<file path="config.mk">
export PLATFORM = sky130hd
export DESIGN_NAME = countdown_mod60
export DESIGN_NICKNAME = d
export VERILOG_FILES = /design/src/rtl/counters_pkg.sv /design/src/rtl/bcd_down_digit.sv /design/src/rtl/countdown_mod60.sv
export SDC_FILE = /design/constraint.sdc
export NUM_CORES = 1
export LEC_CHECK = 0
export BUFFER_PORTS_ARGS = -buffer_cell sky130_fd_sc_hd__clkbuf_2
export CAP_MARGIN = 30
export CORE_MARGIN = 2
export CORE_UTILIZATION = 40
export CTS_BUF_LIST = sky130_fd_sc_hd__clkbuf_8
export DETAILED_ROUTE_END_ITERATION = 10
export GPL_TIMING_DRIVEN = 0
export HOLD_SLACK_MARGIN = 0.02
export MAX_ROUTING_LAYER = met4
export PLACE_DENSITY = 0.62
export REMOVE_ABC_BUFFERS = 1
export SYNTH_ARGS = -nofsm -noshare
export SYNTH_HDL_FRONTEND = slang
export SYNTH_SLANG_ARGS = --single-unit
export TNS_END_PERCENT = 5
</file>
<file path="constraint.sdc">
create_clock -name clk -period 4.5 [get_ports clk]
set_clock_uncertainty 0.2 [all_clocks]
set_input_delay 0.225 -clock clk [delete_from_list [all_inputs] [get_ports clk]]
set_output_delay 0.225 -clock clk [all_outputs]
set_load 0.02 [all_outputs]
</file>
<file path="src/rtl/counters_pkg.sv">
// Shared constants for the BCD counter family: digit width and default moduli.
package counters_pkg;
  localparam int DIGIT_W = 4;
  localparam int MOD6    = 6;
  localparam int MOD10   = 10;
  localparam int MOD60   = 60;
endpackage

</file>
<file path="src/rtl/bcd_down_digit.sv">
// Single decade down-counter digit with clamped parallel load and borrow-out on underflow.
module bcd_down_digit
  import counters_pkg::*;
#(
  parameter int MOD = MOD10
) (
  input  logic               clk,
  input  logic               rst_n,
  input  logic               load,
  input  logic [DIGIT_W-1:0] d,
  input  logic               en,
  output logic [DIGIT_W-1:0] q,
  output logic               bo
);

  localparam logic [DIGIT_W-1:0] TOP = DIGIT_W'(MOD - 1);
  localparam logic [DIGIT_W-1:0] LIM = DIGIT_W'(MOD);

  function automatic logic [DIGIT_W-1:0] clamp(input logic [DIGIT_W-1:0] v);
    return (v > TOP) ? TOP : v;
  endfunction

  // Out-of-range values count as nonzero and land on MOD-2, back inside the legal range.
  function automatic logic [DIGIT_W-1:0] dec(input logic [DIGIT_W-1:0] v);
    if (v == '0)
      return TOP;
    else if (v >= LIM)
      return TOP - DIGIT_W'(1);
    else
      return v - DIGIT_W'(1);
  endfunction

  assign bo = en & (q == '0);

  always_ff @(posedge clk or negedge rst_n) begin
    if (!rst_n)
      q <= '0;
    else if (load)
      q <= clamp(d);
    else if (en)
      q <= dec(q);
  end

endmodule

</file>
<file path="src/rtl/countdown_mod60.sv">
// Two-digit cascadable BCD down-counter with optional wrap, zero flag and done pulse.
module countdown_mod60
  import counters_pkg::*;
#(
  parameter int TENS_MOD = MOD6,
  parameter int ONES_MOD = MOD10,
  parameter bit WRAP     = 1'b1
) (
  input  logic               clk,
  input  logic               rst_n,
  input  logic               load,
  input  logic [DIGIT_W-1:0] d_tens,
  input  logic [DIGIT_W-1:0] d_ones,
  input  logic               en,
  output logic [DIGIT_W-1:0] q_tens,
  output logic [DIGIT_W-1:0] q_ones,
  output logic               bo,
  output logic               zero,
  output logic               done
);

  logic count_en;
  logic ones_bo;
  logic tens_bo;
  logic at_one;

  assign zero   = (q_tens == '0) && (q_ones == '0);
  assign at_one = (q_tens == '0) && (q_ones == DIGIT_W'(1));

  // Without wrap, 00 is terminal: suppress counting so neither digit rolls over.
  assign count_en = en & (WRAP | ~zero);

  bcd_down_digit #(.MOD(ONES_MOD)) u_ones (
    .clk   (clk),
    .rst_n (rst_n),
    .load  (load),
    .d     (d_ones),
    .en    (count_en),
    .q     (q_ones),
    .bo    (ones_bo)
  );

  bcd_down_digit #(.MOD(TENS_MOD)) u_tens (
    .clk   (clk),
    .rst_n (rst_n),
    .load  (load),
    .d     (d_tens),
    .en    (ones_bo),
    .q     (q_tens),
    .bo    (tens_bo)
  );

  assign bo = tens_bo & WRAP;

  always_ff @(posedge clk or negedge rst_n) begin
    if (!rst_n)
      done <= 1'b0;
    else
      done <= ~load & count_en & at_one;
  end

endmodule
</file>
==> impl_results.md <==
* Status: finished clean
* Area Growth Syn to Fin at 25.2%
* Worst path cell trace: inv_1, ha_1, or3b_2, nor4_1, clkbuf_2
* Most frequent cells in the layout: clkbuf_2, inv_1, dfrtp_1
* Vias/cell at 5.91
* CTS tree: done
* Reg clk slew, reported paths at 50 ps
* H-tree depth at 1
* Grt ovf at 0
* Crit-path max FO at 5
* DR WL/cell at 13.4 um
* ANT nets after route at 0
* Crit path time final at roughly 2400 ps
* Post-synth EDFFs at 0
* Setup CP Type: reg2out
* Remaining DRCs at 0
* Num rows at 14
* Worst skew pair latency at between 200 and 250 ps
* Routability cong. at 0.890
* Worst r2r src: u_tens.q[0]
* Uppermost layer routed: met4
* Synthesized area per cell at between 9 and 10 sq um
* Initial antenna violation count at 0
* Ant. Diodes at 0
* Pleak at about 0.4 nW
* WP data required at 4070 ps
* Worst reg2reg path depth at 5
* Vias in the first global route at approximately 570
* First-pass GRT wire length at 2.52 mm
* HPWL Detailed at 1.16 mm
* Clk root buf: clkbuf_8
* Main synth FF type: dfrtp_1
* CP Capture Point: bo
* # fillers at 153
* Finished Layout Cells at 112
* Initial Utilization at 43.7%
* Seq/Total Area, Yosys at about a third
* DR iter-0 viols at 11
* Die Y at 45.3 um
* Yosys synthesis warning count at 0
* Maximum vdd drop at 0.000214 V
* Detailed Route WL at 1.50 mm
* Routed met3 length at between 40 and 50 um
* # Max-Cap Violations at 0
* Hold Crit Class: in2reg
* Die area at 2050 sq um
* Max-slew violations at 0
* Max stage delay on crit path at 510 ps
* Period utilization at 52.9%
* Post-synth ARST share at 100%
* Crit path max-delay cell type: or3b_2
* Commonest non-fill, non-tap cell in the layout: clkbuf_2
* Reg-to-reg endpoint: u_tens.q[1]
* I/O pin cnt at 23
* Power Density at 357 nW/um^2
* Relative slew slack at 74.5%
* Via count at 662
* Mapped Area at 681 sq um
* Worst Max-Slew Pin Slew at 383 ps
* GRT Overall Usage at 17.4%
* Post-DP Area at 797 sq um
* Drt first pass iters at 4
* Register area at 225 sq um
* Final nets at 114
* Total Power at 0.000304 W
* Sink Count at 9
* Inserted Clock Buffers at 3
* Final Hold Viols at 0
* Unrepaired setup endpoints after global routing: false
* Multi-input logic area at between 400 and 500 sq um
* Pin count of the biggest net entering global routing at 21
* Data arrival, critical path at 1960 ps
* DRT met1 WL at 760 um
* Syn Inst Count at 72
* Core area at 1560 sq um
* Clock buffer depth at 2
* Final Cell Area at 852 sq um
* Worst R2R Setup Slack at 2630 ps
* Die Span X at 45.3 um
* Synth Register Bits at 9
* Worst Setup Start Kind: flop
* Setup violators final at 0
* Placed Cells at 107
* Met2 routed WL at 685 um
* Yosys cell types at 33
* Post-CTS sizing at 0
* Crit path capture type: primary output
* Share of cells above drive strength 1 at 31.3%
* Fin Setup TNS at 0 ps
* Max Fclk at approximately 0.42 GHz
* PortBufs at 22
* Crit path launch: u_tens.q[0]
* Hold Path Stages at 3
-- cell type report --
| class | count | share of cell area [%] |
|---|---|---|
| tap | 16 | 2.35 |
| clock inverter | 1 | 0.441 |
| timing repair buffer | 23 | 14.1 |
| multi-input combinational | 52 | 48.3 |
| inverter | 8 | 3.52 |
| sequential | 9 | 26.4 |
| clock buffer | 3 | 4.85 |
-- per-stage QoR --
| step | utilization [%] | setup WS [ps] | hold WS, ps |
|---|---|---|---|
| final | 54.7 | 2120 | 37.9 |
| after global routing | 54.7 | 1970 | 61.8 |
| after CTS | 54.7 | 2110 | 39.3 |
| after detailed placement | 51.1 | 2360 | -104 |
| after global placement | 51.1 | 2400 | -106 |
| after floorplan | - | 2120 | -271 |
-- worst max-delay path, delay by kind of cell, from the launching register on --
kind | cells | cell delay [ps]
simple gates | 2 | 740
flops | 1 | 370
buf+inv | 2 | 360
fa+ha+maj | 1 | 260
-- repair_timing --
item,4_1_cts,5_1_grt
hold buffers,1,0
setup buffers,0,0
endpoints found under the hold margin,9,0
-- cells in the mapped netlist (2+ instances only) --
cell | n | share of area, %
o21ai_0 | 6 | 4.4
dfrtp_1 | 9 | 33
nor4_1 | 4 | 3.7
a22oi_1 | 2 | 2.2
a32oi_1 | 2 | 2.6
inv_1 | 8 | 4.4
a21oi_1 | 3 | 2.2
ha_1 | 5 | 9.2
nor3b_1 | 3 | 3.3
nor3_1 | 3 | 2.2
nand2_1 | 2 | 1.1
buf_2 | 2 | 1.5
o2111ai_1 | 2 | 2.6
nand2b_1 | 2 | 1.8
-- metal layers --
metal / vias to the layer above / global-route usage, %
met1: 321 / 24.6
li1: 325 / -
met2: 14 / 24.9
met4: 0 / 1.76
met5: - / -
met3: 2 / 6.00
-- kinds of logic (layout without fill, tap and decap cells) --
logic type	count (synthesis)	after routing	synth area share, %
and+or+nand+nor	23	23	26.7
DFF	9	9	33.1
buffers and inverters	11	35	6.43
adders and majority gates	5	5	9.19
AOI/OAI and AO/OA	24	24	24.6
-- report_power, final --
group | internal, W | leakage, nW | switching (W) | total [W]
Clock | 0.0000595 | 0.0269 | 0.0000332 | 0.0000927
Sequential | 0.0000920 | 0.110 | 0.0000202 | 0.000112
Combinational | 0.0000431 | 0.275 | 0.0000561 | 0.0000992
Total | 0.000195 | 0.412 | 0.000110 | 0.000304
-- worst min-delay path by stage --
stage | startpoint | to | slack, ps
floorplan | rst_n | done | -270
global placement | rst_n | u_ones.q[3] | -110
detailed placement | rst_n | done | -100
CTS | d_ones[2] | u_ones.q[2] | 40
global route | d_ones[2] | u_ones.q[2] | 60
finish | d_ones[1] | u_ones.q[1] | 40
-- sequential cells by signal (all words and copies together) (netlist names) --
name and count:
u_tens.q 4, u_ones.q 4, done 1
Note: power is estimated with default switching activity, not from simulation.
